$ cat src/rtl/wavetable_reader.sv
`default_nettype none
// ============================================================================
// Module      : wavetable_reader
// Description : NCO wavetable read side. Advances a phase accumulator per
//               sample tick, reads two adjacent samples from a 1-cycle ROM
//               and emits their linear interpolation.
// Revision    : 1.0 - initial release
// ============================================================================
module wavetable_reader #(
    parameter int PHASE_W   = 24,
    parameter int IDX_W     = 7,
    parameter int TABLE_LEN = 128,
    parameter int NUM_WAVES = 5,
    parameter int ADDR_W    = 10
) (
    input  logic               clk,
    input  logic               rst_n,
    input  logic               sample_tick,
    input  logic [PHASE_W-1:0] phase_inc,
    input  logic               phase_rst,
    input  logic [2:0]         wave_sel,
    output logic               rom_re,
    output logic [ADDR_W-1:0]  rom_addr,
    input  logic [7:0]         rom_data,
    output logic [7:0]         out_sample,
    output logic               out_valid,
    output logic               busy,
    output logic               overrun
);

    typedef enum logic [2:0] {
        S_IDLE = 3'd0,
        S_RD0  = 3'd1,
        S_RD1  = 3'd2,
        S_CAP1 = 3'd3,
        S_CALC = 3'd4
    } state_t;

    localparam logic [2:0] C_WS_MAX = 3'(NUM_WAVES - 1);

    state_t              r_state;
    state_t              w_next;
    logic [PHASE_W-1:0]  r_phase;
    logic [IDX_W-1:0]    r_idx;
    logic [7:0]          r_frac;
    logic [ADDR_W-1:0]   r_base;
    logic [7:0]          r_s0;
    logic [7:0]          r_s1;

    logic                w_accept;
    logic [PHASE_W-1:0]  w_p;
    logic [2:0]          w_ws;
    logic [ADDR_W-1:0]   w_base;
    logic [IDX_W-1:0]    w_idx_nxt;
    logic signed [8:0]   w_diff;
    logic signed [16:0]  w_prod;
    logic signed [16:0]  w_shift;
    logic signed [16:0]  w_sum;
    logic                w_unused_hi;

    assign w_accept  = sample_tick && (r_state == S_IDLE);
    assign w_p       = phase_rst ? '0 : r_phase;
    assign w_ws      = (wave_sel > C_WS_MAX) ? C_WS_MAX : wave_sel;
    assign w_base    = ADDR_W'(w_ws) * ADDR_W'(TABLE_LEN);
    // Second read wraps within the current table rather than spilling into the next wave
    assign w_idx_nxt = r_idx + IDX_W'(1);

    assign w_diff  = $signed({1'b0, r_s1}) - $signed({1'b0, r_s0});
    assign w_prod  = $signed({{8{w_diff[8]}}, w_diff}) * $signed({9'd0, r_frac});
    assign w_shift = w_prod >>> 8;
    assign w_sum   = $signed({9'd0, r_s0}) + w_shift;
    assign w_unused_hi = ^w_sum[16:8];

    assign busy = (r_state != S_IDLE);

    always_ff @(posedge clk or negedge rst_n) begin
        if (!rst_n) begin
            r_state <= S_IDLE;
        end else begin
            r_state <= w_next;
        end
    end

    always_comb begin
        w_next = r_state;
        case (r_state)
            S_IDLE:  if (sample_tick) w_next = S_RD0;
            S_RD0:   w_next = S_RD1;
            S_RD1:   w_next = S_CAP1;
            S_CAP1:  w_next = S_CALC;
            S_CALC:  w_next = S_IDLE;
            default: w_next = S_IDLE;
        endcase
    end

    always_ff @(posedge clk or negedge rst_n) begin
        if (!rst_n) begin
            r_phase    <= '0;
            r_idx      <= '0;
            r_frac     <= '0;
            r_base     <= '0;
            r_s0       <= '0;
            r_s1       <= '0;
            rom_re     <= 1'b0;
            rom_addr   <= '0;
            out_sample <= '0;
            out_valid  <= 1'b0;
            overrun    <= 1'b0;
        end else begin
            out_valid <= 1'b0;
            if (sample_tick && (r_state != S_IDLE)) begin
                overrun <= 1'b1;
            end
            case (r_state)
                S_IDLE: begin
                    if (w_accept) begin
                        r_phase  <= w_p + phase_inc;
                        r_idx    <= w_p[PHASE_W-1 -: IDX_W];
                        r_frac   <= w_p[PHASE_W-1-IDX_W -: 8];
                        r_base   <= w_base;
                        rom_re   <= 1'b1;
                        rom_addr <= w_base + ADDR_W'(w_p[PHASE_W-1 -: IDX_W]);
                    end
                end
                S_RD0: begin
                    rom_addr <= r_base + ADDR_W'(w_idx_nxt);
                end
                S_RD1: begin
                    r_s0   <= rom_data;
                    rom_re <= 1'b0;
                end
                S_CAP1: begin
                    r_s1 <= rom_data;
                end
                S_CALC: begin
                    out_sample <= w_sum[7:0];
                    out_valid  <= 1'b1;
                end
                default: begin
                    rom_re <= 1'b0;
                end
            endcase
        end
    end

endmodule
`default_nettype wire

$ cat config.mk
export PLATFORM = sky130hd
export DESIGN_NAME = wavetable_reader
export DESIGN_NICKNAME = d
export VERILOG_FILES = /design/src/rtl/wavetable_reader.sv
export SDC_FILE = /design/constraint.sdc
export NUM_CORES = 1
export LEC_CHECK = 0
export ABC_AREA = 1
export CORE_MARGIN = 4
export CORE_UTILIZATION = 55
export CTS_BUF_LIST = sky130_fd_sc_hd__clkbuf_16
export CTS_CLUSTER_SIZE = 16
export DETAILED_ROUTE_END_ITERATION = 10
export PLACE_DENSITY = 0.79
export SLEW_MARGIN = 20
export SYNTH_ARGS = -nofsm -noshare
export SYNTH_HDL_FRONTEND = slang
export SYNTH_SLANG_ARGS = --single-unit
$ cat constraint.sdc
create_clock -name clk -period 7.43 [get_ports clk]
set_clock_uncertainty 0.2 [all_clocks]
set_input_delay 2.229 -clock clk [delete_from_list [all_inputs] [get_ports clk]]
set_output_delay 2.229 -clock clk [all_outputs]
set_load 0.05 [all_outputs]
After elaboration in Yosys (flattened, before gate mapping)
Cells that the tools add are included. Widths: inputs -> output; s select.

Register bits after elaboration: 82. Logic and storage cells: 45. Output and inout bits: 22. Input bits: 39.

Reductions and logical operators: 9. Eq/ne operators: 6. Add/subtract/negate cells: 6. Order comparisons: 1. Multipliers: 1. Bitwise operators: 1. Mux-type cells: 9.

Operator list (number): $add 24x24->24 (1); $mux 24 (1); $add 10x7->10 (2); $pmux 10 s2 (1); $mul 9x9->16 (1); $pmux 3 s4 (1); $mux 10 (1); $sub 8x8->9 (1); $add 8x8->8 (1); $add 7x1->7 const B (1); $eq 3x2->1 const B (2); $mux 3 (2); $reduce_and 2->1 (3); $ne 2x2->1 const B (2); $eq 3x1->1 const B (1); $eq 3x3->1 const B (1); $gt 3x3->1 const B (1); $logic_not 3->1 (1); $reduce_bool 3->1 (1); $reduce_or 3->1 (1); $logic_and 1x1->1 (2); $mux 1 (2); $pmux 1 s2 (1); $reduce_bool 2->1 (1); $not 1->1 (1).

Longest topological paths before layout
Depth after elaboration: 5. Depth in mapped cells: 42. Gate-level depth less buffers: 42.

Worst setup path after synthesis
No wires, ideal clock.

Path kind: register to register. Start point: register r_s0[0]. End point: register out_sample[7]. Library setup time: 118 ps. Required time: 7112 ps. Period minus slack after synthesis: 6339 ps. Stages on the path, launching flop included: 33. Buffers on the path: 0. Arrival: 6021 ps. Slack: 1091 ps. Cell sequence: dfrtp_1 ha_1 fa_1 o21ai_1 a21oi_1 xnor2_1 nand2_1 fa_1 inv_1 fa_1 inv_1 fa_1 fa_1 inv_1 ha_1 nand2_1 o21a_1 nand2_1 nand3_1 o21ai_1 xnor2_1 inv_1 ha_1 nand2_1 o21a_1 nand2_1 nand3_1 nand2_1 nand2_1 nand2_1 nand2_1 nand3_1 nand2_1.

Cells in the longest elaborated chain, start to end: 3.

RTL lines: from (decl) (line 47) `logic [7:0] r_s0;`; from (signal assigned) (line 129) `r_s0 <= rom_data;`; $sub 8x8->9 (line 68) `assign w_diff = $signed({1'b0, r_s1}) - $signed({1'b0, r_s0});`; $mul 9x9->16 (line 69) `assign w_prod = $signed({{8{w_diff[8]}}, w_diff}) * $signed({9'd0, r_frac});`; $add 8x8->8 * (line 71) `assign w_sum = $signed({9'd0, r_s0}) + w_shift;`; to (signal assigned) (line 136) `out_sample <= w_sum[7:0];`; to (decl) (line 25) `output logic [7:0] out_sample,`.

Every way passes the cells marked *; elsewhere a longest branch is shown, timed or not. A chain may end at the register's enable or synchronous reset.

Worst setup path in the final report
Start point: register r_s0[6]. End point: register out_sample[7].

Same word-level chain as after synthesis.

==> report_table.html <==
<table>
<tr><th>Metric</th><th>Value</th></tr>
<tr><th colspan="2">Placed design</th></tr>
<tr><td>DP Worst Slack</td><td>about 0.54 ns</td></tr>
<tr><td>Post-DP HPWL</td><td>roughly 14000 um</td></tr>
<tr><td>Routability Congestion</td><td>slightly above 0.9</td></tr>
<tr><td>Port Buffers</td><td>60</td></tr>
<tr><th colspan="2">Min path</th></tr>
<tr><td>Number of cells traversed by the worst hold path</td><td>1</td></tr>
<tr><td>Tightest Hold Check Type</td><td>flip-flop to flip-flop</td></tr>
<tr><td>Endpoint of the worst hold path</td><td>overrun</td></tr>
<tr><td>Startpoint of the most critical hold path</td><td>overrun</td></tr>
<tr><th colspan="2">Yosys</th></tr>
<tr><td>Post-synthesis net count</td><td>about 1200</td></tr>
<tr><td>Synthesis warning total</td><td>0</td></tr>
<tr><td>Top_reg_cell synth</td><td>dfrtp_1</td></tr>
<tr><td>Post-synthesis cell type count</td><td>42</td></tr>
<tr><td>Cell count after synthesis</td><td>1025</td></tr>
<tr><td>Syn avg cell area</td><td>~7.6 sq um</td></tr>
<tr><td>Post-Synthesis Cell Area</td><td>between 7000 and 8000 sq um</td></tr>
<tr><td>Number of enable flip-flop cells after synthesis</td><td>0</td></tr>
<tr><td>Area share of the largest cell type after synthesis</td><td>0.265</td></tr>
<tr><td>Top post-synthesis cells by area</td><td>dfrtp_1 (26%), fa_1 (15%), ha_1 (11%)</td></tr>
<tr><td>Cell accounting for the most synthesized area</td><td>dfrtp_1</td></tr>
<tr><td>Share of synthesized area occupied by flip-flops and latches</td><td>0.265</td></tr>
<tr><td>Async set-reset flop share out of synthesis</td><td>1.00</td></tr>
<tr><td>Yosys reg bits</td><td>82</td></tr>
<tr><th colspan="2">Worst setup path</th></tr>
<tr><td>Reg2reg path depth</td><td>33</td></tr>
<tr><td>Startpoint type of the worst setup path</td><td>flip-flop</td></tr>
<tr><td>Slowest cell delay on critical path</td><td>between 0.5 and 0.6 ns</td></tr>
<tr><td>Endpoint kind of the worst setup timing path</td><td>flip-flop</td></tr>
<tr><td>Reg2reg start</td><td>r_s0[6]</td></tr>
<tr><td>End of the worst register-to-register path</td><td>out_sample[7]</td></tr>
<tr><td>Cell mode on critical path</td><td>nand2_1</td></tr>
<tr><td>Required time reported for the critical path endpoint</td><td>7.48 ns</td></tr>
<tr><td>Largest fanout on the critical path</td><td>8</td></tr>
<tr><td>Slack of the worst reg-to-reg path</td><td>between 0.6 and 0.7 ns</td></tr>
<tr><td>Setup CP Type</td><td>flip-flop to flip-flop</td></tr>
<tr><td>Kind of cell with the highest combined delay on the critical path</td><td>adder cells</td></tr>
<tr><td>Number of buffers and inverters on the critical path</td><td>4</td></tr>
<tr><td>Max stage delay cell, worst path</td><td>xor2_1</td></tr>
<tr><td>Arrival time worst endpoint</td><td>a little under 7 ns</td></tr>
<tr><th colspan="2">Floorplanning</th></tr>
<tr><td>Initial cell density of the core</td><td>0.561</td></tr>
<tr><td>Die H</td><td>approximately 130 um</td></tr>
<tr><td>Core Area</td><td>13800 sq um</td></tr>
<tr><td>Row cnt</td><td>between 40 and 50</td></tr>
<tr><td>Floorplan die width</td><td>around 130 um</td></tr>
<tr><td>Top-level port count</td><td>between 60 and 70</td></tr>
<tr><td>Die Outline Area</td><td>between 15000 and 20000 sq um</td></tr>
<tr><th colspan="2">Clocking</th></tr>
<tr><td>Register clock-pin slew on the reported worst setup and hold paths</td><td>~0.080 ns</td></tr>
<tr><td>H-tree depth</td><td>3</td></tr>
<tr><td>Master cell of the clock root buffer</td><td>clkbuf_16</td></tr>
<tr><td>Buffer depth of the longest clock path</td><td>2</td></tr>
<tr><td>Clock latency of the later-clocked register in the worst-skew pair</td><td>about 0.36 ns</td></tr>
<tr><td>Number of buffers created by CTS</td><td>9</td></tr>
<tr><td>TritonCTS clock tree</td><td>yes</td></tr>
<tr><td>Total of hold buffers inserted after clock tree synthesis</td><td>0</td></tr>
<tr><td>CTS Sinks</td><td>82</td></tr>
<tr><th colspan="2">GRT</th></tr>
<tr><td>Pin count of the biggest net entering global routing</td><td>between 80 and 90</td></tr>
<tr><td>First-pass GRT wire length</td><td>30500 um</td></tr>
<tr><td>Overflow after GRT</td><td>0</td></tr>
<tr><td>Number of global-route vias before repair</td><td>between 6000 and 7000</td></tr>
<tr><td>Overall track demand over capacity in global routing</td><td>0.233</td></tr>
<tr><td>Antenna violations before repair</td><td>0</td></tr>
<tr><th colspan="2">STA</th></tr>
<tr><td>Worst slew pin tran</td><td>about 0.76 ns</td></tr>
<tr><td>Worst slew slack as a fraction of its limit</td><td>0.491</td></tr>
<tr><td>Worst-case setup margin in the final layout</td><td>~0.65 ns</td></tr>
<tr><td>Final number of setup-violating endpoints</td><td>0</td></tr>
<tr><td>Max Clk Rate</td><td>147 MHz</td></tr>
<tr><td>Unrepaired setup endpoints after global routing</td><td>no</td></tr>
<tr><td>Final critical-path share of the clock period</td><td>0.913</td></tr>
<tr><td>Setup TNS</td><td>0 ns</td></tr>
<tr><td>Slew Viols, Final</td><td>0</td></tr>
<tr><td>Final Hold Vio Count</td><td>0</td></tr>
<tr><td>Final worst path period need</td><td>between 6 and 7 ns</td></tr>
<tr><th colspan="2">Drt</th></tr>
<tr><td>Number of iterations in the first detailed-routing pass</td><td>5</td></tr>
<tr><td>Remaining routing DRC violations</td><td>0</td></tr>
<tr><td>Vias per cell</td><td>between 5 and 6</td></tr>
<tr><td>Final Routed Wirelength</td><td>17800 um</td></tr>
<tr><td>First DRT Iteration DRCs</td><td>around 330</td></tr>
<tr><td>Via count of the routed design</td><td>6665</td></tr>
<tr><td>Remaining antenna violation count after routing</td><td>0</td></tr>
<tr><td>Post-DR wirelength/cell</td><td>between 10 and 15 um</td></tr>
<tr><th colspan="2">Layout</th></tr>
<tr><td>Number of nets in the final layout</td><td>between 1000 and 1500</td></tr>
<tr><td>Layout cell share with drive strength beyond 1</td><td>0.0461</td></tr>
<tr><td>Area Overhead vs Synth</td><td>13.6%</td></tr>
<tr><td>Antenna cell count</td><td>0</td></tr>
<tr><th colspan="2">Status</th></tr>
<tr><td>Status</td><td>complete, no violations</td></tr>
<tr><th colspan="2">Run</th></tr>
<tr><td>Max-capacitance violation count</td><td>0</td></tr>
</table>
==> cells in the final DEF (no fill, tap or decap), types with 2 or more instances in the layout <==
cell,n
a21o_1,8
or2_2,12
xnor2_1,12
o21bai_1,6
clkbuf_16,9
nand2_1,222
o211ai_1,7
or2_4,2
nand2_2,5
xor2_1,10
o21ai_0,76
o221ai_1,2
inv_6,3
ha_1,67
nor2_1,88
a21oi_2,3
buf_4,2
dfrtp_1,82
o22ai_1,3
o21ai_1,4
clkinv_1,2
a31oi_1,2
nand4_1,14
inv_1,194
or2_0,2
nand3_1,52
nor4_1,4
o21a_1,3
a21oi_1,46
fa_1,57
nor3_1,6
o31ai_1,3
clkinvlp_4,3
nor2_2,2
clkdlybuf4s50_1,59
nand3b_1,2
==> worst max path at each step <==
stage               cells past startpoint  slack [ns]             to  startpoint
global placement                       32        0.74  out_sample[7]     r_s0[0]
floorplan                              32        1.09  out_sample[7]     r_s0[0]
finish                                 33        0.65  out_sample[7]     r_s0[6]
detailed placement                     33        0.54  out_sample[7]     r_s0[0]
CTS                                    33        0.53  out_sample[7]     r_s0[0]
global route                           33        0.03  out_sample[7]     r_s0[6]
==> state kept, by name, indices dropped and copies added, names as in the netlist <==
| register | cells |
|---|---|
| out_sample | 8 |
| out_valid | 1 |
| overrun | 1 |
| r_base | 3 |
| r_frac | 8 |
| r_idx | 7 |
| r_phase | 24 |
| r_s0 | 8 |
| r_s1 | 8 |
| r_state | 3 |
| rom_addr | 10 |
| rom_re | 1 |
==> kinds of logic after synthesis <==
logic type | count (synthesis) | share of synthesized area
buffers and inverters | 215 | 0.106
XOR/XNOR | 23 | 0.0260
AO/OA/AOI/OAI | 166 | 0.121
flip-flops | 82 | 0.265
AND/OR/NAND/NOR | 415 | 0.227
adder cells (fa/ha/maj) | 124 | 0.255
==> cell usage after synthesis (4+ instances only) <==
master,n
o21bai_1,6
o21ai_0,76
buf_2,4
nand3_1,52
nor3_1,6
clkbuf_1,12
o211ai_1,7
xnor2_1,13
xor2_1,10
dfrtp_1,82
nand2_2,5
inv_1,193
ha_1,67
nor4_1,4
fa_1,57
o21ai_1,4
a21o_1,8
nand2_1,222
a21oi_1,46
or2_2,12
nand4_1,14
nor2_1,88
==> layout make-up <==
cell class / count / area, sq um
clock inverters: 7 / 52.6
inverters: 197 / 742
multi-input cells: 728 / 4890
flip-flops and latches: 82 / 2050
well taps: 180 / 225
repair buffers: 62 / 617
clock buffers: 9 / 225
fillers: 1233 / 5020
==> stage by stage <==
| stage | utilization | hold slack (ns) | std cells | cell area, sq um |
|---|---|---|---|---|
| 2_1_floorplan | - | 0.249 | 1025 | 7750 |
| 3_3_place_gp | 0.616 | 0.249 | 1249 | 8520 |
| 3_5_place_dp | 0.616 | 0.250 | 1249 | 8520 |
| 4_1_cts | 0.636 | 0.271 | 1265 | 8790 |
| 5_1_grt | 0.637 | 0.297 | 1265 | 8810 |
| 6_report | 0.637 | 0.262 | 1265 | 8810 |
==> metal layers <==
metal / global-route usage / part of all wire
met5: 0 / 0
met4: 0.0795 / 0.020
met3: 0.0324 / 0.035
met2: 0.412 / 0.51
met1: 0.292 / 0.44
==> repair_timing <==
| action | in CTS | in global routing |
|---|---|---|
| buffers inserted | 0 | 0 |
| gates resized for setup | 0 | 1 |
| endpoints found under the setup margin | 0 | 1 |
Power is not shown: default switching activity piles up to over one toggle a cycle in this logic, so the estimate is an artifact.
